==> src/rtl/seven_segment_pkg.sv <==
// seven_segment_pkg
//   Shared types and constants for the seven-segment display blocks.
//   - SEG_W / CHAR_W : segment vector and character widths
//   - scan_state_e   : scanner FSM states
//   - SEG_*          : active-high glyphs, bit order {a,b,c,d,e,f,g}
package seven_segment_pkg;

    localparam int unsigned SEG_W  = 7;
    localparam int unsigned CHAR_W = 8;

    localparam logic [CHAR_W-1:0] CHAR_SPACE = 8'h20;

    typedef enum logic {
        DRIVE,
        BLANK
    } scan_state_e;

    localparam logic [SEG_W-1:0] SEG_BLANK = 7'b0000000;
    localparam logic [SEG_W-1:0] SEG_0     = 7'b1111110;
    localparam logic [SEG_W-1:0] SEG_1     = 7'b0110000;
    localparam logic [SEG_W-1:0] SEG_2     = 7'b1101101;
    localparam logic [SEG_W-1:0] SEG_3     = 7'b1111001;
    localparam logic [SEG_W-1:0] SEG_4     = 7'b0110011;
    localparam logic [SEG_W-1:0] SEG_5     = 7'b1011011;
    localparam logic [SEG_W-1:0] SEG_6     = 7'b1011111;
    localparam logic [SEG_W-1:0] SEG_7     = 7'b1110000;
    localparam logic [SEG_W-1:0] SEG_8     = 7'b1111111;
    localparam logic [SEG_W-1:0] SEG_9     = 7'b1111011;
    localparam logic [SEG_W-1:0] SEG_A     = 7'b1110111;
    localparam logic [SEG_W-1:0] SEG_B     = 7'b0011111;
    localparam logic [SEG_W-1:0] SEG_C     = 7'b1001110;
    localparam logic [SEG_W-1:0] SEG_D     = 7'b0111101;
    localparam logic [SEG_W-1:0] SEG_E     = 7'b1001111;
    localparam logic [SEG_W-1:0] SEG_F     = 7'b1000111;
    localparam logic [SEG_W-1:0] SEG_H     = 7'b0110111;
    localparam logic [SEG_W-1:0] SEG_L     = 7'b0001110;
    localparam logic [SEG_W-1:0] SEG_P     = 7'b1100111;
    localparam logic [SEG_W-1:0] SEG_U     = 7'b0111110;
    localparam logic [SEG_W-1:0] SEG_DASH  = 7'b0000001;
    localparam logic [SEG_W-1:0] SEG_UNDER = 7'b0001000;

endpackage

==> src/rtl/seven_segment_scanner_decoder.sv <==
// ascii_seg_decoder
//   Pure combinational ASCII to seven-segment decoder, active-high output.
//   Lower-case 'a'-'f' use the upper-case glyphs; unsupported codes blank.
//   Ports:
//     char_i [7:0] : ASCII character
//     seg_o  [6:0] : segments {a,b,c,d,e,f,g}
module ascii_seg_decoder
    import seven_segment_pkg::*;
(
    input  logic [CHAR_W-1:0] char_i,
    output logic [SEG_W-1:0]  seg_o
);

    logic [CHAR_W-1:0] ch;

    always_comb begin
        ch = char_i;
        // fold 'a'-'f' onto 'A'-'F'
        if (char_i >= 8'h61 && char_i <= 8'h66) begin
            ch = char_i - 8'h20;
        end

        seg_o = SEG_BLANK;
        case (ch)
            8'h30: seg_o = SEG_0;
            8'h31: seg_o = SEG_1;
            8'h32: seg_o = SEG_2;
            8'h33: seg_o = SEG_3;
            8'h34: seg_o = SEG_4;
            8'h35: seg_o = SEG_5;
            8'h36: seg_o = SEG_6;
            8'h37: seg_o = SEG_7;
            8'h38: seg_o = SEG_8;
            8'h39: seg_o = SEG_9;
            8'h41: seg_o = SEG_A;
            8'h42: seg_o = SEG_B;
            8'h43: seg_o = SEG_C;
            8'h44: seg_o = SEG_D;
            8'h45: seg_o = SEG_E;
            8'h46: seg_o = SEG_F;
            8'h48: seg_o = SEG_H;
            8'h4C: seg_o = SEG_L;
            8'h50: seg_o = SEG_P;
            8'h55: seg_o = SEG_U;
            8'h2D: seg_o = SEG_DASH;
            8'h5F: seg_o = SEG_UNDER;
            default: seg_o = SEG_BLANK;
        endcase
    end

endmodule

==> src/rtl/seven_segment_scanner.sv <==
// seven_segment_scanner
//   Time-multiplexed multi-digit seven-segment driver with a writable
//   character buffer, per-digit drive slots and an optional blanking gap.
//   Optional feature macro: SEVSEG_BLINK_EN (adds blink_mask and blink phase).
//   Ports:
//     clk, rst    : clock, asynchronous active-high reset
//     wr_en       : write strobe (one character per cycle)
//     wr_addr     : digit index to write, 0 = rightmost; out-of-range ignored
//     wr_char     : ASCII character
//     blink_mask  : per-digit blink select (SEVSEG_BLINK_EN only)
//     seg         : registered segments {a,b,c,d,e,f,g}
//     dig_en      : registered one-hot digit enable
//     frame_done  : one-cycle pulse at the start of each new scan frame
module seven_segment_scanner
    import seven_segment_pkg::*;
#(
    parameter int NUM_DIGITS     = 4,
    parameter int SCAN_DIV       = 1000,
    parameter int BLANK_CYCLES   = 2,
    parameter int SEG_ACTIVE_LOW = 0,
    parameter int DIG_ACTIVE_LOW = 0,
    parameter int BLINK_DIV      = 64,
    localparam int AW            = $clog2(NUM_DIGITS)
) (
    input  logic                  clk,
    input  logic                  rst,
    input  logic                  wr_en,
    input  logic [AW-1:0]         wr_addr,
    input  logic [CHAR_W-1:0]     wr_char,
`ifdef SEVSEG_BLINK_EN
    input  logic [NUM_DIGITS-1:0] blink_mask,
`endif
    output logic [SEG_W-1:0]      seg,
    output logic [NUM_DIGITS-1:0] dig_en,
    output logic                  frame_done
);

    localparam int CNT_MAX = (SCAN_DIV > BLANK_CYCLES) ? SCAN_DIV : BLANK_CYCLES;
    localparam int CW      = (CNT_MAX > 1) ? $clog2(CNT_MAX) : 1;

    localparam logic [CW-1:0] DRIVE_LAST = CW'(SCAN_DIV - 1);
    localparam logic [CW-1:0] BLANK_LAST = CW'((BLANK_CYCLES > 0) ? BLANK_CYCLES - 1 : 0);
    localparam logic [AW-1:0] LAST_IDX   = AW'(NUM_DIGITS - 1);

    // inactive (off) pin levels; XOR with these applies polarity last
    localparam logic [SEG_W-1:0]      SEG_OFF = {SEG_W{SEG_ACTIVE_LOW != 0}};
    localparam logic [NUM_DIGITS-1:0] DIG_OFF = {NUM_DIGITS{DIG_ACTIVE_LOW != 0}};

    logic [CHAR_W-1:0]     buf_q [NUM_DIGITS];
    scan_state_e           state_q, state_d;
    logic [CW-1:0]         cnt_q, cnt_d;
    logic [AW-1:0]         idx_q, idx_d;
    logic                  wrapped_q, wrapped_d;
    logic [SEG_W-1:0]      seg_q, seg_d;
    logic [NUM_DIGITS-1:0] dig_q, dig_d;
    logic                  frame_q, frame_d;

    logic [SEG_W-1:0]      dec_seg;
    logic [AW-1:0]         idx_next;
    logic                  advance;
    logic                  drive;
    logic [SEG_W-1:0]      seg_raw;
    logic [NUM_DIGITS-1:0] dig_raw;

    // character buffer
    always_ff @(posedge clk or posedge rst) begin
        if (rst) begin
            for (int unsigned i = 0; i < NUM_DIGITS; i++) begin
                buf_q[i] <= CHAR_SPACE;
            end
        end else if (wr_en && (int'(wr_addr) < NUM_DIGITS)) begin
            buf_q[wr_addr] <= wr_char;
        end
    end

    ascii_seg_decoder u_decoder (
        .char_i (buf_q[idx_q]),
        .seg_o  (dec_seg)
    );

    // scan FSM state register
    always_ff @(posedge clk or posedge rst) begin
        if (rst) begin
            state_q   <= DRIVE;
            cnt_q     <= '0;
            idx_q     <= '0;
            wrapped_q <= 1'b0;
        end else begin
            state_q   <= state_d;
            cnt_q     <= cnt_d;
            idx_q     <= idx_d;
            wrapped_q <= wrapped_d;
        end
    end

    assign idx_next = (idx_q == LAST_IDX) ? '0 : idx_q + AW'(1);

    // next-state logic
    always_comb begin
        state_d   = state_q;
        cnt_d     = cnt_q;
        idx_d     = idx_q;
        wrapped_d = wrapped_q;
        advance   = 1'b0;

        case (state_q)
            DRIVE: begin
                if (cnt_q == DRIVE_LAST) begin
                    cnt_d = '0;
                    if (BLANK_CYCLES == 0) begin
                        advance = 1'b1;
                    end else begin
                        state_d = BLANK;
                    end
                end else begin
                    cnt_d = cnt_q + CW'(1);
                end
            end
            BLANK: begin
                if (cnt_q == BLANK_LAST) begin
                    cnt_d   = '0;
                    state_d = DRIVE;
                    advance = 1'b1;
                end else begin
                    cnt_d = cnt_q + CW'(1);
                end
            end
            default: begin
                state_d = DRIVE;
                cnt_d   = '0;
            end
        endcase

        if (advance) begin
            idx_d = idx_next;
            // first wrap arms frame_done so the reset frame never pulses
            if (idx_q == LAST_IDX) begin
                wrapped_d = 1'b1;
            end
        end
    end

`ifdef SEVSEG_BLINK_EN
    localparam int BW = (BLINK_DIV > 1) ? $clog2(BLINK_DIV) : 1;
    localparam logic [BW-1:0] BLINK_LAST = BW'(BLINK_DIV - 1);

    logic [BW-1:0] fcnt_q, fcnt_d;
    logic          phase_q, phase_d;

    always_ff @(posedge clk or posedge rst) begin
        if (rst) begin
            fcnt_q  <= '0;
            phase_q <= 1'b0;
        end else begin
            fcnt_q  <= fcnt_d;
            phase_q <= phase_d;
        end
    end

    // phase advances on the same edge as the pulse, so the new frame's
    // first drive cycle already sees the new phase
    always_comb begin
        fcnt_d  = fcnt_q;
        phase_d = phase_q;
        if (frame_d) begin
            if (fcnt_q == BLINK_LAST) begin
                fcnt_d  = '0;
                phase_d = ~phase_q;
            end else begin
                fcnt_d = fcnt_q + BW'(1);
            end
        end
    end
`endif

    // registered outputs derived from the current state
    always_comb begin
        drive   = (state_q == DRIVE);
        seg_raw = '0;
        dig_raw = '0;
        frame_d = drive && (cnt_q == '0) && (idx_q == '0) && wrapped_q;
        if (drive) begin
            seg_raw        = dec_seg;
            dig_raw[idx_q] = 1'b1;
`ifdef SEVSEG_BLINK_EN
            if (phase_d && blink_mask[idx_q]) begin
                seg_raw = '0;
            end
`endif
        end
        seg_d = seg_raw ^ SEG_OFF;
        dig_d = dig_raw ^ DIG_OFF;
    end

    always_ff @(posedge clk or posedge rst) begin
        if (rst) begin
            seg_q   <= SEG_OFF;
            dig_q   <= DIG_OFF;
            frame_q <= 1'b0;
        end else begin
            seg_q   <= seg_d;
            dig_q   <= dig_d;
            frame_q <= frame_d;
        end
    end

    assign seg        = seg_q;
    assign dig_en     = dig_q;
    assign frame_done = frame_q;

endmodule

==> config.mk <==
export PLATFORM = sky130hd
export DESIGN_NAME = seven_segment_scanner
export DESIGN_NICKNAME = d
export VERILOG_FILES = /design/src/rtl/seven_segment_pkg.sv /design/src/rtl/seven_segment_scanner_decoder.sv /design/src/rtl/seven_segment_scanner.sv
export SDC_FILE = /design/constraint.sdc
export NUM_CORES = 1
export LEC_CHECK = 0
export CAP_MARGIN = 10
export CORE_MARGIN = 5
export CORE_UTILIZATION = 30
export CTS_BUF_LIST = sky130_fd_sc_hd__clkbuf_16
export CTS_CLUSTER_SIZE = 28
export DETAILED_ROUTE_END_ITERATION = 8
export GPL_TIMING_DRIVEN = 0
export PLACE_DENSITY = 0.54
export SLEW_MARGIN = 40
export SYNTH_ARGS = -nofsm -noshare
export SYNTH_HDL_FRONTEND = slang
export SYNTH_SLANG_ARGS = --single-unit
==> constraint.sdc <==
create_clock -name clk -period 6.58 [get_ports clk]
set_input_delay 0.658 -clock clk [delete_from_list [all_inputs] [get_ports clk]]
set_output_delay 0.658 -clock clk [all_outputs]
set_load 0.01 [all_outputs]
== Yosys cells after proc, flatten, opt, wreduce, memory -nomap -nowiden ==
Cells that the tools add are included.
Operators by class
  multiplexer cells: 21
  bitwise logic cells: 3
  reductions and logical operators: 9
  add/subtract/negate cells: 3
  order comparisons: 7
  equal/unequal tests: 25
Operators with widths (count)
  one-hot mux 7 bit (22 select lines): 1
  equality test 8 x 6 -> 1 bit (second input constant): 11
  equality test 8 x 7 -> 1 bit (second input constant): 11
  bitwise mux 32 bit: 1
  two-way mux 8 bit: 4
  two-way mux 10 bit: 2
  one-hot mux 10 bit (2 select lines): 1
  binary-select mux 8 bit (select 2 bit): 1
  demux 8 bit (select 2 bit): 1
  adder 10 x 1 -> 10 bit (second input constant): 1
  equality test 10 x 1 -> 1 bit (second input constant): 1
  equality test 10 bit (second input constant): 1
  zero test 10 bit: 1
  greater-or-equal comparator 8 x 7 -> 1 bit (second input constant): 1
  <= comparator 8 x 7 -> 1 bit (second input constant): 1
  subtractor 8 x 6 -> 8 bit (second input constant): 1
  two-way mux 7 bit: 1
  greater-or-equal comparator 3 bit (second input constant): 2
  logical AND 1 bit: 6
  inverter 2 -> 3 bit: 2
  two-way mux 1 bit: 5
  two-way mux 4 bit: 1
  less-than comparator 2 x 3 -> 1 bit (second input constant): 1
  less-than comparator 3 x 1 -> 1 bit (second input constant): 1
  9 further kinds: 9
Word-level totals
  bits of input ports: 13
  output and inout port bits: 12
  register bits: 58
  logic and storage cells: 79

== Logic depth before layout (Yosys ltp) ==
Gate-level depths: netlist of the first run.
  word-level depth: 10
  mapped depth: 9
  gate-level depth less buffers: 8

== Hierarchy ==
A second synthesis of the first run with hierarchy kept.
Second synthesis, totals
  cell total of the unflattened synthesis: 288
  area, all modules: 3209.3 um^2
By module, submodules not included
  seven_segment_scanner: cells an instance 179, area each 2516.2 um^2, sequential area each 1456.4 um^2, instances 1
  ascii_seg_decoder: cells an instance 109, area each 693.2 um^2, sequential area each 0.0 um^2, instances 1

== Worst setup path before layout of the first run ==
Ideal clock, no wire load.
  path kind: register -> register
  start point: reg idx_q[1]
  end point: reg seg_q[4], in the netlist seg[4]
  required time: 6486 ps
  arrival time: 2677 ps
  path slack: 3809 ps
  library setup time: 94 ps
  clock period less this slack: 2771 ps
  stages on the path, launching flop included: 10
  buffers on the path: 1
  cell sequence: dfrtp_1 -> buf_6 -> mux4_2 -> inv_2 -> ha_1 -> o31ai_1 -> o2111ai_2 -> o221ai_2 -> a21oi_1 -> a211oi_1
Between the ends
  cells in the longest elaborated chain, start to end: 10
  elaborated cells on any way between the ends: 33
  those cells by class: add/sub: 1; order compare: 2; eq/ne: 22; mux: 6; bitwise: 1; reduce/logical: 1
Ends and longest elaborated chain
  start: declaration: RTL line seven_segment_scanner.sv:52  | logic [AW-1:0] idx_q, idx_d;
  start signal: assignment: RTL line seven_segment_scanner.sv:91  | idx_q <= idx_d;
  inverter 2 -> 3 bit (implied by the code) (*): RTL line seven_segment_scanner.sv:77  | .char_i (buf_q[idx_q]),
  binary-select mux 8 bit (select 2 bit) (*): RTL line seven_segment_scanner.sv:77
  two-way mux 8 bit (implied by the code) (*) (2 in series): RTL line seven_segment_scanner.sv:77
  greater-or-equal comparator 8 x 7 -> 1 bit / <= comparator 8 x 7 -> 1 bit (equally long branches): RTL line seven_segment_scanner_decoder.sv:19  | if (char_i >= 8'h61 && char_i <= 8'h66) begin
  logical AND 1 bit: RTL line seven_segment_scanner_decoder.sv:19
  two-way mux 8 bit (*): RTL line seven_segment_scanner_decoder.sv:19
  equality test 8 x 7 -> 1 bit / equality test 8 x 6 -> 1 bit (equally long branches): RTL line seven_segment_scanner_decoder.sv:24  | case (ch)
  one-hot mux 7 bit (22 select lines) (*): RTL line seven_segment_scanner_decoder.sv:24
  two-way mux 7 bit (*): RTL line seven_segment_scanner.sv:182  | if (drive) begin
  via seg_d[4]: RTL line seven_segment_scanner.sv:54  | logic [SEG_W-1:0] seg_q, seg_d;
  end signal: assignment: RTL line seven_segment_scanner.sv:201  | seg_q <= seg_d;
  end: declaration: RTL line seven_segment_scanner.sv:54
Mark *: on every way through the listed nets, which the timed path passes. The rest lies on a longest branch. The select of a mux whose other input is x is not followed.
A chain may end at the register's enable or synchronous reset.

== Final worst setup path of the first run ==
  start point: reg idx_q[0]
  end point: reg seg_q[4], in the netlist seg[4]
The elaborated chain is that of the path after synthesis.

==> impl_metrics.env, run 1 <==
export IMPL_synth_fp_nets=307
export IMPL_drv_slew=0
export IMPL_wl_um=6827
export IMPL_htreeDepth=3
export IMPL_crit_path_end_kind="flop"
export IMPL_dieHeight_um=113.1
export IMPL_critPathTopFamily="compound AO/OA/AOI/OAI gates"
export IMPL_worst_pin_slew_ps=662.8
export IMPL_fin_tns_setup_ps=0
export IMPL_drive_gt1_share_pct=23.48
export IMPL_postRouteAntennaNets=0
export IMPL_status="finished clean"
export IMPL_cts_resized=0
export IMPL_finish_utilization_pct=37.84
export IMPL_antenna_found_initial=0
export IMPL_vias=2339
export IMPL_finalHoldViolCount=0
export IMPL_reg2reg_depth=9
export IMPL_fmax_mhz=303.9
export IMPL_fin_crit_ps=3290
export IMPL_grt_max_degree=32
export IMPL_slew_headroom_pct=55.44
export IMPL_cts_hold_buf=0
export IMPL_p_per_area_nw_per_um2=276.8
export IMPL_rsz0062_at_grt="false"
export IMPL_cp_required_ps=6810
export IMPL_post_drt_wl_per_cell_um=14.71
export IMPL_startpoint_type="flop"
export IMPL_skew_ps=7.711
export IMPL_async_reset_ff_share_pct=100.0
export IMPL_routabilityCongestion=0.8624
export IMPL_via_per_inst=5.041
export IMPL_drt_iter0_markers=67
export IMPL_final_setup_viol_count=0
export IMPL_io_buffer_count=24
export IMPL_clk_pin_slew_ps=60
export IMPL_synth_edff_count=0
export IMPL_area_growth_pct=22.53
export IMPL_cap_violations=0
export IMPL_path_depth=9
export IMPL_ir_drop_mv=0.1021
export IMPL_final_nets=344
export IMPL_worstPathArrival_ps=3520
export IMPL_critical_path_max_stage_delay_ps=610
export IMPL_critPathBufInv=2
export IMPL_ys_flop_type="dfrtp_1"
export IMPL_yosysSeqAreaShare_pct=45.68
export IMPL_synth_distinct_cells=56
export IMPL_slowest_stage="o31ai_1"
export IMPL_holdPathStages=1
export IMPL_synth_seq_cells=58
export IMPL_track_usage_pct=11.20
export IMPL_insertedDiodeCount=0
export IMPL_clockBufferDepth=2
export IMPL_grt_pass1_vias=2269
export IMPL_initial_core_util_pct=30.88
export IMPL_dp_hpwl_um=4955
export IMPL_crit_type="reg -> reg"
export IMPL_root_buffer="clkbuf_16"
export IMPL_cts_setup_buffers=0
export IMPL_dp_slack_ps=3343
export IMPL_crit_chain="buf_4 > mux4_2 > inv_2 > ha_1 > o31ai_1 > o2111ai_2 > o221ai_2 > a21oi_1 > a211oi_1"
export IMPL_cts_tree="yes"
export IMPL_grt_pass1_wl_um=11480
export IMPL_placementRows=37
export IMPL_cp_max_fo=10
export IMPL_syn_area_per_cell_um2=11.15
export IMPL_remaining_drc_errors=0
export IMPL_clock_latency_ps=320
export IMPL_yosys_warnings=0
export IMPL_synthCells=286
export IMPL_p_leak_nw=1.540
export IMPL_first_pass_iters=4
export IMPL_synth_area_um2=3188
export IMPL_cts_buffers=9
export IMPL_core_um2=10320
export IMPL_post_route_period_util_pct=50.00
export IMPL_die_area_um2=12790
export IMPL_clock_sinks=58
export IMPL_io_pin_count=25
export IMPL_overflow=0
export IMPL_die_w_um=113.1
export IMPL_setup_slack_ps=3290
export IMPL_hold_class="reg -> reg"
-- layout make-up --
class | count | area (µm²)
sequential | 58 | 1456
fill | 1001 | 6417
clock inverter | 7 | 47.55
timing repair buffer | 26 | 267.8
inverter | 9 | 36.28
tap | 136 | 170.2
buffer | 12 | 58.81
clock buffer | 9 | 225.2
multi-input combinational | 207 | 1644
-- Yosys cell counts (2+ instances only) --
| cell type | n | area share [%] |
|---|---|---|
| a21oi_1 | 17 | 2.7 |
| buf_2 | 2 | 0.31 |
| o21ai_1 | 2 | 0.31 |
| or3_1 | 3 | 0.59 |
| dfrtp_1 | 54 | 42 |
| and3_1 | 4 | 0.78 |
| a31oi_1 | 3 | 0.59 |
| a221oi_1 | 2 | 0.55 |
| nand3_1 | 13 | 2.0 |
| nand2b_1 | 2 | 0.39 |
| mux4_2 | 8 | 5.7 |
| o21ai_0 | 5 | 0.78 |
| xor2_1 | 3 | 0.82 |
| xnor2_1 | 7 | 1.9 |
| or4_1 | 3 | 0.71 |
| dfstp_2 | 4 | 3.3 |
| inv_1 | 8 | 0.94 |
| clkbuf_1 | 7 | 0.82 |
| nor3_1 | 5 | 0.78 |
| a211oi_1 | 2 | 0.47 |
| or4b_1 | 2 | 0.63 |
| nand2_1 | 22 | 2.6 |
| mux2i_1 | 2 | 0.63 |
| o31ai_1 | 4 | 0.94 |
| nand3b_1 | 3 | 0.71 |
| nor2_1 | 23 | 2.7 |
| o22ai_1 | 2 | 0.39 |
| nor2b_1 | 6 | 1.2 |
| mux2_2 | 33 | 12 |
| ha_1 | 8 | 3.1 |
| nor4b_4 | 2 | 1.5 |
-- cell usage in the layout (no fill, tap or decap), drive strengths merged, types with 3 or more instances in the layout --
cell type	count
inv	10
dfrtp	54
nand2	22
nand3	13
buf	7
nand3b	3
a21oi	17
a31oi	3
xor2	3
xnor2	7
ha	8
clkinvlp	4
clkdlybuf4s50	24
or3	3
nor2b	6
a211oi	3
clkbuf	16
nor3	5
and3	4
nor2	23
mux2	33
o21ai	7
dfstp	4
o31ai	4
or4	3
mux4	8
-- logic make-up (layout without fill, tap and decap cells) --
family / after synthesis / in the layout / share of synthesized area [%]
compound gates: 49 / 49 / 10.56
xor+xnor: 10 / 10 / 2.747
fa+ha+maj: 8 / 8 / 3.140
buf+inv: 21 / 63 / 2.904
flops: 58 / 58 / 45.68
mux: 43 / 43 / 17.94
simple gates: 97 / 97 / 17.03
-- per-layer routing --
metal	part of all wire (%)	vias up	global-route usage, %
met3	4.8	13	2.888
met4	2.1	0	4.567
met2	47	60	17.06
li1	-	1123	-
met1	46	1143	15.18
met5	0	-	0
-- sequential cells by signal, indices dropped and copies added (netlist names) --
name and count:
buf_q 32, cnt_q 10, dig_en 4, frame_done 1, idx_q 2, seg 7
state_q 1, wrapped_q 1
-- path summary, 6_finish.rpt --
path                            startpoint        end  slack (ps)
worst max-delay path              idx_q[0]     seg[4]        3290
worst min register to register   wrapped_q  wrapped_q         460
worst min-delay path             wrapped_q  wrapped_q         460
max in group asynchronous              rst  buf_q[29]        5360
min in group asynchronous              rst   cnt_q[9]         670
worst max register to register    idx_q[0]     seg[4]        3290
-- report_power, final --
part	total [mW]	switching [mW]	internal, mW
clock network	0.417	0.164	0.252
registers	0.425	0.0200	0.405
logic	0.239	0.129	0.110
-- stage by stage --
step / power [mW] / hold WS (ps) / instances / area (µm²)
3_5_place_dp: 0.6711 / 446.3 / 448 / 3633
6_report: 1.081 / 455.5 / 464 / 3906
5_1_grt: 1.139 / 488.4 / 464 / 3906
2_1_floorplan: 0.5997 / 420.3 / 286 / 3188
3_3_place_gp: 0.6637 / 441.7 / 446 / 3598
4_1_cts: 1.093 / 458.2 / 464 / 3906
(Power assumes the default switching activity.)
==> inputs of run 2 (changes only) <==
Settings changed: PLACE_DENSITY 0.54 to 0.55.
Clock period 6.58 ns to 2.7 ns, I/O delays scaled along.
==> impl_metrics.env, run 2 (same netlist as run 1, synthesis figures left out) <==
export IMPL_placementRows=37
export IMPL_cts_hold_buf=0
export IMPL_cap_violations=0
export IMPL_area_growth_pct=28.57
export IMPL_die_w_um=113.1
export IMPL_crit_type="reg -> reg"
export IMPL_remaining_drc_errors=0
export IMPL_initial_core_util_pct=30.88
export IMPL_p_leak_nw=1.631
export IMPL_p_per_area_nw_per_um2=661.1
export IMPL_p_comb_share_pct=25.2
export IMPL_postRouteAntennaNets=0
export IMPL_worst_pin_slew_ps=531.8
export IMPL_grt_pass1_vias=2472
export IMPL_htreeDepth=3
export IMPL_rsz0062_at_grt="true"
export IMPL_cts_buffers=9
export IMPL_p_sw_share_pct=29.28
export IMPL_track_usage_pct=11.72
export IMPL_finalHoldViolCount=0
export IMPL_status="finished clean"
export IMPL_io_buffer_count=24
export IMPL_drt_iter0_markers=74
export IMPL_crit_path_end_kind="flop"
export IMPL_final_nets=359
export IMPL_fmax_mhz=371.6
export IMPL_fin_tns_setup_ps=0
export IMPL_reg2reg_depth=11
export IMPL_final_setup_viol_count=0
export IMPL_die_area_um2=12790
export IMPL_cp_required_ps=2930
export IMPL_clkPwrFrac_pct=36.5
export IMPL_pwr_share_seq_pct=38.3
export IMPL_grt_pass1_wl_um=12080
export IMPL_dieHeight_um=113.1
export IMPL_core_um2=10320
export IMPL_root_buffer="clkbuf_16"
export IMPL_routabilityCongestion=0.8146
export IMPL_ir_drop_mv=0.2434
export IMPL_drv_slew=0
export IMPL_intPower_mw=1.917
export IMPL_largest_reg_flops=32
export IMPL_vias=2442
export IMPL_wl_um=7209
export IMPL_clock_sinks=58
export IMPL_clk_pin_slew_ps=50
export IMPL_top_register="buf_q"
export IMPL_hold_class="in -> async"
export IMPL_startpoint_type="flop"
export IMPL_final_cell_mix="dfrtp_1 (53), mux2_2 (33), clkdlybuf4s50_1 (24)"
export IMPL_drive_gt1_share_pct=29.45
export IMPL_post_route_period_util_pct=99.67
export IMPL_slew_headroom_pct=64.55
export IMPL_skew_ps=6.884
export IMPL_overflow=0
export IMPL_worstPathArrival_ps=2920
export IMPL_cts_tree="yes"
export IMPL_fillers=1008
export IMPL_clockBufferDepth=2
export IMPL_antenna_found_initial=0
export IMPL_fin_crit_ps=2691
export IMPL_post_drt_wl_per_cell_um=15.05
export IMPL_final_common_cell="dfrtp_1"
export IMPL_io_pin_count=25
export IMPL_via_per_inst=5.098
export IMPL_finish_utilization_pct=39.70
export IMPL_cp_max_fo=10
export IMPL_first_pass_iters=4
export IMPL_grt_max_degree=41
export IMPL_clock_latency_ps=320
export IMPL_dp_hpwl_um=4928
export IMPL_insertedDiodeCount=0
export IMPL_power_switching_mw=0.7934
## run 2: cell count changes in the layout (fill, tap and decap cells not counted), moves of 2 or more
cell	before	now
clkbuf_2	0	2
buf_4	2	16
clkbuf_1	7	5
clkinvlp_4	4	2
clkinv_1	0	3
## run 2: repair_timing
action,CTS,global route
pin swaps,4,11
setup buffers,11,4
endpoints found under the setup margin,7,6
gates resized for setup,8,12
## run 2: path summary, 6_finish.rpt
check	from	slack [ps]	endpoint
worst min-delay path	rst	250	cnt_q[6]
worst min register to register	wrapped_q	450	wrapped_q
min in group clk	wrapped_q	450	wrapped_q
max in group asynchronous	rst	1910	buf_q[13]
worst max-delay path	idx_q[1]	9	seg[3]
worst max register to register	idx_q[1]	9	seg[3]
## run 2: worst max-delay path: stages (launching register included)
cell      delay [ps]
dfrtp_1          370
buf_8            130
buf_4            120
mux4_2           510
buf_4            200
nor4b_4          340
buf_4            170
a41oi_2          140
buf_4            190
nor2_1            90
nand2_1           80
a221oi_2         240
## run 2: layout make-up
cell class	instances	area [µm²]	share of cell area, %
clock inverters	7	36.28	0.8852
well taps	136	170.2	4.151
flip-flops and latches	58	1458	35.56
clock buffers	9	225.2	5.495
repair buffers	41	384.1	9.371
inverters	9	36.28	0.8852
multi-input cells	207	1718	41.91
plain buffers	12	71.32	1.740
## run 2: power groups by stage
stage	registers [mW]	clock network [mW]	logic, mW
finish	1.04	0.990	0.683
global route	1.05	1.06	0.744
CTS	1.04	1.02	0.638
detailed placement	1.05	0	0.590
global placement	1.05	0	0.576
floorplan	1.05	0	0.420
## run 2: through the flow
step / setup slack (ps) / std cells / power [mW] / hold WS [ps] / area [µm²]
floorplan: 24.10 / 286 / 1.466 / 420.3 / 3193
global placement: -340.5 / 446 / 1.621 / 441.2 / 3603
detailed placement: -362.8 / 448 / 1.641 / 446.3 / 3638
CTS: 3.280 / 475 / 2.698 / 258.9 / 4026
global route: -124.8 / 479 / 2.857 / 289.6 / 4099
finish: 8.901 / 479 / 2.710 / 248.3 / 4099
## run 2: per-layer routing
layer  routed length (µm)  vias to the layer above  GRT usage (%)
li1                     -                     1156              -
met1                 3452                     1223          15.60
met2                 3342                       57          18.25
met3                  345                        6          2.834
met4                   68                        0          4.888
met5                    0                        -              0
==> inputs of run 3 (changes only) <==
Settings changed: CORE_UTILIZATION 30 to 50, PLACE_DENSITY 0.55 to 0.8.
==> impl_metrics.env, run 3 (same netlist as run 1, synthesis figures left out) <==
export IMPL_status="finished clean"
export IMPL_crit_type="reg -> reg"
export IMPL_worstPathArrival_ps=2850
export IMPL_area_growth_pct=28.45
export IMPL_grt_pass1_wl_um=11870
export IMPL_initial_core_util_pct=50.79
export IMPL_via_per_inst=5.947
export IMPL_cts_buffers=9
export IMPL_cts_tree="yes"
export IMPL_hold_class="in -> async"
export IMPL_top_register="buf_q"
export IMPL_skew_ps=8.787
export IMPL_root_buffer="clkbuf_16"
export IMPL_remaining_drc_errors=0
export IMPL_final_cell_mix="dfrtp_1 (53), mux2_2 (33), clkdlybuf4s50_1 (24)"
export IMPL_pwr_share_seq_pct=35.2
export IMPL_p_leak_nw=1.663
export IMPL_dp_hpwl_um=4567
export IMPL_vias=2492
export IMPL_critical_path_startpoint="idx_q[1]"
export IMPL_clock_latency_ps=330
export IMPL_final_setup_viol_count=0
export IMPL_drive_gt1_share_pct=30.12
export IMPL_power_switching_mw=0.8227
export IMPL_p_comb_share_pct=24.3
export IMPL_first_pass_iters=6
export IMPL_grt_pass1_vias=2426
export IMPL_crit_path_end_kind="flop"
export IMPL_setup_slack_ps=78.58
export IMPL_ir_drop_mv=0.4648
export IMPL_clock_sinks=58
export IMPL_final_common_cell="dfrtp_1"
export IMPL_postRouteAntennaNets=0
export IMPL_track_usage_pct=18.18
export IMPL_rsz0062_at_grt="true"
export IMPL_insertedDiodeCount=0
export IMPL_final_nets=358
export IMPL_die_w_um=89.85
export IMPL_io_buffer_count=24
export IMPL_cap_violations=0
export IMPL_routabilityCongestion=0.9430
export IMPL_post_route_period_util_pct=97.09
export IMPL_wl_um=7265
export IMPL_htreeDepth=3
export IMPL_slew_headroom_pct=47.19
export IMPL_startpoint_type="flop"
export IMPL_dieHeight_um=89.85
export IMPL_intPower_mw=2.128
export IMPL_grt_max_degree=42
export IMPL_placementRows=29
export IMPL_dp_slack_ps=-324.6
export IMPL_cp_required_ps=2930
export IMPL_drv_slew=0
export IMPL_fin_crit_ps=2621
export IMPL_largest_reg_flops=32
export IMPL_cts_hold_buf=0
export IMPL_clk_pin_slew_ps=60
export IMPL_fmax_mhz=381.5
export IMPL_p_sw_share_pct=27.88
export IMPL_antenna_found_initial=0
export IMPL_clkPwrFrac_pct=40.5
export IMPL_p_per_area_nw_per_um2=720.4
export IMPL_io_pin_count=25
export IMPL_holdWs_ps=232.4
export IMPL_core_um2=6277
export IMPL_drt_iter0_markers=261
export IMPL_cp_max_fo=5
export IMPL_finalHoldViolCount=0
export IMPL_worst_pin_slew_ps=788.8
export IMPL_post_drt_wl_per_cell_um=17.34
export IMPL_overflow=0
export IMPL_clockBufferDepth=2
export IMPL_r2r_start="idx_q[1]"
export IMPL_die_area_um2=8073
-- run 3: through the flow --
stage / instances / instance area (µm²) / util, % / total power [mW] / TNS (ps)
after floorplan: 286 / 3193 / - / 1.466 / 0
after global placement: 387 / 3530 / 56.23 / 1.611 / -2599
after detailed placement: 388 / 3557 / 56.67 / 1.634 / -1550
after CTS: 412 / 3963 / 63.13 / 2.872 / 0
after global routing: 419 / 4095 / 65.24 / 3.082 / -181.0
final: 419 / 4095 / 65.24 / 2.950 / 0
-- run 3: worst paths after layout --
kind / endpoint / slack, ps / cells after the start
setup reg to reg: seg[3] / 80 / 10
max in group asynchronous: buf_q[13] / 1920 / 3
hold reg to reg: wrapped_q / 450 / 1
hold / removal: seg[4] / 230 / 2
setup / recovery: seg[3] / 80 / 10
min in group clk: wrapped_q / 450 / 1
-- run 3: repair_timing --
| item | in CTS | in global routing |
|---|---|---|
| pin swaps | 3 | 13 |
| endpoints found under the setup margin | 7 | 7 |
| setup buffers | 8 | 6 |
| cloned | 0 | 1 |
| gates resized for setup | 6 | 17 |
-- run 3: per-layer routing --
layer / up-vias / share of wire (%) / GRT usage [%]
li1: 1157 / - / -
met1: 1242 / 43 / 23.11
met2: 75 / 50 / 28.48
met3: 18 / 4.7 / 4.841
met4: 0 / 2.3 / 9.305
met5: - / 0 / 0
-- run 3: power groups by stage --
stage | combinational, mW | clock [mW] | sequential [mW]
finish | 0.718 | 1.19 | 1.04
global route | 0.770 | 1.26 | 1.05
CTS | 0.625 | 1.21 | 1.04
detailed placement | 0.582 | 0 | 1.05
global placement | 0.567 | 0 | 1.04
floorplan | 0.420 | 0 | 1.05
-- run 3: critical path: stages, from the launching register on --
cell and delay [ps]:
dfrtp_1 370, buf_6 140, buf_4 130, mux4_2 540, buf_8 170, nor4b_4 360
a41oi_2 210, buf_4 200, nor2_1 80, nand2_1 60, a221oi_1 250
-- run 3: cell type report --
cell class              count  area (µm²)
inverters                   9       36.28
plain buffers              12       75.07
multi-input cells         207        1725
clock inverters             7       85.08
clock buffers               9       225.2
flip-flops and latches     58        1458
repair buffers             40       394.1
well taps                  77       96.34
fillers                   479        2182
==> RTL edit 1 (settings of run 3) <==
Build with the macro `SEVSEG_BLINK_EN` defined.
--- a/src/rtl/seven_segment_scanner.sv
+++ b/src/rtl/seven_segment_scanner.sv
@@ -11,6 +11,8 @@
 //     seg         : registered segments {a,b,c,d,e,f,g}
 //     dig_en      : registered one-hot digit enable
 //     frame_done  : one-cycle pulse at the start of each new scan frame
+`define SEVSEG_BLINK_EN
+
 module seven_segment_scanner
     import seven_segment_pkg::*;
 #(
Interface: changed (added blink_mask); port bits go from 25 to 29. No check against the original RTL was run, so the function may have changed too.
==> RTL edit 1 against run 3 <==
- setup slack worse by 0.19 ns
- sequential cell count is 7 higher
- area after synthesis up 8.6%
- largest power group unchanged
- clock skew down 0.0017 ns
- power grew 6.0%
- final area increased by 6.6%
- count of clock-buffer cells in the layout stayed put
- non-clock buffer count down 1
- the flow now finishes with violations (setup timing)
- highest routed layer unchanged
- routed wire length is 4.9% higher
==> RTL edit 1: results (changes against run 3) <==
- complete, but fails checks — result of the run
- setup timing — violations in the final reports
- 27.15% — share of layout cells above drive strength 1, -3.0 points
- 28 — number of input and output port buffers inserted, +17%
- 0.33 ns — clock latency of the later-clocked register in the worst-skew pair, about the same
- 18.11% — mux contribution to synthesized area, +0.18 points
- or4b_4 — cell at the slowest stage of the critical path
- 47.14% — sequential-to-total area share from yosys stat, +1.5 points
- 0 — initial antenna violation count, unchanged
- 8.966% — Synth Area in Compound Gates, -1.6 points
- 45 — unique cell type count in the Yosys netlist, -20%
- 0 — Antenna Diode Count, unchanged
- 3.543% — parity-gate share of the synthesized area counting xor and xnor cells, +0.80 points
- buf_q — most flop-heavy register
- 0 — Ys Warns, unchanged
- 2752 — vias in the first global route, +13%
- -0.1122 ns — smallest setup slack after layout, -0.1908 ns
- 0 — detailed-route DRC error count, unchanged
- 3871 um2 — Post-DP Area, +8.8%
- 426 — Placed Cells incl. Taps, +9.8%
- 343 — Synth Net Count, +12%
- 452 — post-layout instance count excluding filler cells, +7.9%
- dfrtp_1 (44%), mux2_2 (11%), mux4_2 (5.9%) — largest cells by area after synthesis
- 12790 um — global-route wire length before repair, +7.8%
- 9 — FF-to-FF path depth, -1
- 42 — pin count of the biggest net entering global routing, unchanged
- 4983 um — HPWL after detailed placement, +9.1%
- 50.60% — worst max-slew margin expressed relative to the limit, +3.4 points
- 0.001812 uW — Leak Pwr, +9.0%
- 0.4073 mV — Max rail drop VDD, -12%
- 0.06 ns — register clock-pin slew on the reported worst setup and hold paths, about the same
- 18.75% — GRT Overall Usage, +0.57 points
- dfrtp_1 (61), mux2_2 (35), nor2_1 (28), nand2_1 (23), a21oi_1 (15) — most numerous cell types in the synthesized netlist
- 393 — number of nets in the final layout, +9.8%
- 0.58 ns — slowest cell delay on critical path, +0.04 ns
- 0.9151 — global placer's final weighted congestion, -3.0%
- 7623 um — final wirelength, +4.9%
- 6 — Detailed Routing Iterations Pass 1, unchanged
- input pin to asynchronous set/reset pin — class of the tightest hold or removal check
- 100.0% — async set-reset flop share out of synthesis, unchanged
- 3.06 ns — Crit path arrival time, +0.21 ns
- 32 — flip-flop count of the largest register, all copies and words added, unchanged
- 26.19% — switching portion of total power, -1.7 points
- dfrtp_1 — dominant synthesized flop cell
- 8 — highest net fanout along the worst path, +3
- 6.004 — routed via count divided by cell count, +0.96%
- clkbuf_16 — Clock Root Buffer
- 4 — final count of negative-setup-slack endpoints, +4
- 2 — number of buffers on the longest clock path, unchanged
- 3 — H-tree levels, unchanged
- 9 — cts bufs inserted, unchanged
- 3.254% — adder and majority gate portion of the synthesized area, +0.11 points
- 146 — violation count after the first detailed-routing iteration, -44%
- 0.007061 ns — Worst Skew, -0.001726 ns
- 10.92 um2 — Avg Inst Size Synth, -2.1%
[RTL edit 1: path summary, 6_finish.rpt]
kind	endpoint	start	slack, ns
min reg2reg	wrapped_q$_DFFE_PP0P_	wrapped_q$_DFFE_PP0P_	0.45
max	seg[2]$_DFF_PP0_	idx_q[0]$_DFFE_PP0P_	-0.11
min in group clk	wrapped_q$_DFFE_PP0P_	wrapped_q$_DFFE_PP0P_	0.45
min	seg[1]$_DFF_PP0_	rst	0.26
max in group asynchronous	buf_q[13]$_DFFE_PP1P_	rst	1.87
max reg2reg	seg[2]$_DFF_PP0_	idx_q[0]$_DFFE_PP0P_	-0.11
[RTL edit 1: critical path, delay by kind of cell, from the launching register on]
kind / cells / cell delay [ns]
mux: 1 / 0.56
simple gates: 5 / 1.13
flops: 1 / 0.48
compound gates: 1 / 0.22
buf+inv: 2 / 0.33
[RTL edit 1: power by group through the flow]
| stage | logic [uW] | clock network [uW] | registers, uW |
|---|---|---|---|
| after CTS | 597 | 1350 | 1150 |
| after global placement | 544 | 0 | 1160 |
| after detailed placement | 565 | 0 | 1160 |
| final | 644 | 1340 | 1150 |
| after floorplan | 389 | 0 | 1160 |
| after global routing | 699 | 1400 | 1160 |
[RTL edit 1: logic make-up (layout without fill, tap and decap cells)]
kind of cell    Yosys count  count (layout)
flops                    65              65
simple gates            108             108
compound gates           52              52
xor+xnor                 14              14
buf+inv                  22              77
mux                      47              47
fa+ha+maj                 9               9
[RTL edit 1: per-stage QoR]
stage | setup slack [ns] | TNS (ns)
2_1_floorplan | 0.05627 | 0
3_3_place_gp | -0.4075 | -14.33
3_5_place_dp | -0.2885 | -1.139
4_1_cts | -0.04795 | -0.04795
5_1_grt | -0.1953 | -0.8347
6_report | -0.1122 | -0.2772
[RTL edit 1: repair_timing]
action,4_1_cts,5_1_grt
resized for setup,8,16
setup buffers,7,6
pin swaps,2,13
setup endpoints to repair,7,7
endpoints found under the hold margin,0,0
[RTL edit 1: layer usage]
metal  wire length (um)  track usage, %
met1               3256           23.81
met2               3751           29.63
met3                391           5.149
met4                224           9.035
met5                  0               0
[RTL edit 1: layout make-up]
| type | instances | area, um2 |
|---|---|---|
| well taps | 80 | 100.1 |
| inverters | 10 | 40.04 |
| clock buffers | 9 | 225.2 |
| fillers | 495 | 2390 |
| clock inverters | 7 | 118.9 |
| repair buffers | 42 | 397.9 |
| multi-input cells | 230 | 1795 |
| plain buffers | 9 | 56.30 |
| flip-flops and latches | 65 | 1633 |
==> RTL edit 2 (settings of run 3) <==
Made on the original files. Register the output `seg` once more, with the module's reset; this adds one clock of latency there. The other outputs are not delayed to match. Comments in the files are not updated.
--- a/src/rtl/seven_segment_scanner.sv
+++ b/src/rtl/seven_segment_scanner.sv
@@ -204,7 +204,13 @@
         end
     end
 
-    assign seg        = seg_q;
+    always_ff @(posedge clk or posedge rst) begin
+        if (rst) begin
+            seg <= '0;
+        end else begin
+            seg <= seg_q;
+        end
+    end
     assign dig_en     = dig_q;
     assign frame_done = frame_q;
 
Behaviour: not the same (a bounded check fails within 4 cycles, from zero or initial values and one cycle with rst high).
==> RTL edit 2 against run 3 <==
- routed wire length shrank 3.5%
- critical path depth grew 1
- area after synthesis grew 5.8%
- largest cell class is now registers
- power barely moved
- first-iteration DRC count is 39% lower
- setup slack better by 0.044 ns
- combinational power fell by 17%
- final area is 1.1% higher
- sequential share of layout area grew 3.8 points
- sequential cell count increased by 7
==> RTL edit 2: results (changes against run 3) <==
- -0.1809 ns — pre-CTS setup slack, +0.1437 ns
- idx_q[0]$_DFFE_PP0P_ — start of the worst register-to-register path
- 20.2% — portion of total power attributed to combinational logic, -4.1 points
- 0.12 ns — register-to-register setup slack, +0.04 ns
- 0.2779 ns — final hold slack, +0.04551 ns
- 548 — Filler Cells Inserted, +14%
- 0.4543 mV — Max rail drop VDD, -2.3%
- seg_q[3]$_DFF_PP0_ — capture instance of the worst register-to-register path
- 0.7340 ns — Worst Max-Slew Pin Slew, -0.05476 ns
- 5.779 — routed via count divided by cell count, -2.8%
- 763.9 uW — switching power of the nets, -7.1%
- 5 — Detailed Routing Iterations Pass 1, -1
- 8.713% — Synth Area in Compound Gates, -1.8 points
- 0.01080 ns — Worst Skew, +0.002009 ns
- 0.9399 — global placer's final weighted congestion, -0.33%
- 48.35% — sequential-to-total area share from yosys stat, +2.7 points
- 11 — FF-to-FF path depth, +1
- 2.076% — parity-gate share of the synthesized area counting xor and xnor cells, -0.67 points
- 312 — Synth Net Count, +1.6%
- 3 — H-tree levels, unchanged
- 2472 — vias in the first global route, +1.9%
- 9 — highest net fanout along the worst path, +4
- 713.1 nW/um2 — total power divided by cell area, -1.0%
- 11.60 um2 — Avg Inst Size Synth, +4.0%
- 7014 um — final wirelength, -3.5%
- 22.73% — Layout area overhead
- dfrtp_1 (45%), mux2_2 (11%), mux4_2 (5.3%) — largest cells by area after synthesis
- the clock network — group drawing the most power
- 357 — number of nets in the final layout, -0.28%
- 16.61% — mux contribution to synthesized area, -1.3 points
- 37 — pin count of the biggest net entering global routing, -12%
- 0.001772 uW — Leak Pwr, +6.5%
- 421 — post-layout instance count excluding filler cells, +0.48%
- 0.56 ns — slowest cell delay on critical path, +0.02 ns
- 26.10% — share of layout cells above drive strength 1, -4.0 points
- 4846 um — HPWL after detailed placement, +6.1%
- finished, final reports clean — result of the run
- 18.36% — GRT Overall Usage, +0.18 points
- 396 — Placed Cells incl. Taps, +2.1%
- 39.3% — part of the power in registers, +4.1 points
- 12210 um — global-route wire length before repair, +2.8%
==> RTL edit 2: layer usage <==
| layer | track usage, % | vias to the layer above | share of wire (%) |
|---|---|---|---|
| met5 | 0 | - | 0 |
| met4 | 7.426 | 0 | 2.3 |
| met3 | 5.824 | 15 | 5.0 |
| met2 | 28.65 | 72 | 48 |
| met1 | 23.70 | 1186 | 45 |
| li1 | - | 1160 | - |
==> RTL edit 2: what timing repair did <==
item / CTS / global route
pin swaps: 2 / 1
endpoints found under the setup margin: 7 / 7
gates resized for setup: 2 / 3
setup buffers: 4 / 5
==> RTL edit 2: how the worst max path moves through the flow <==
stage	startpoint	endpoint	slack [ns]	depth (start not counted)
finish	idx_q[0]$_DFFE_PP0P_	seg_q[3]$_DFF_PP0_	0.12	11
global route	idx_q[0]$_DFFE_PP0P_	seg_q[1]$_DFF_PP0_	-0.008	11
CTS	idx_q[0]$_DFFE_PP0P_	seg_q[6]$_DFF_PP0_	0.05	10
detailed placement	idx_q[0]$_DFFE_PP0P_	seg_q[6]$_DFF_PP0_	-0.18	9
global placement	rst	seg_q[4]$_DFF_PP0_	-0.21	2
floorplan	idx_q[0]$_DFFE_PP0P_	seg_q[1]$_DFF_PP0_	0.26	9
==> RTL edit 2: layout make-up <==
cell class | instances | area share (%)
Buffer | 12 | 2.749
Inverter | 11 | 1.057
Timing Repair Buffer | 34 | 7.915
Multi-Input combinational cell | 203 | 39.09
Sequential cell | 65 | 39.40
Tap cell | 80 | 2.417
Clock buffer | 9 | 5.438
Clock inverter | 7 | 1.934
==> RTL edit 2: cell families (layout without fill, tap and decap cells) <==
logic type      after synthesis  after routing
flops                        65             65
mux                          42             42
simple gates                103            103
fa+ha+maj                     8              8
compound gates               42             42
xor+xnor                      8              8
buf+inv                      23             73
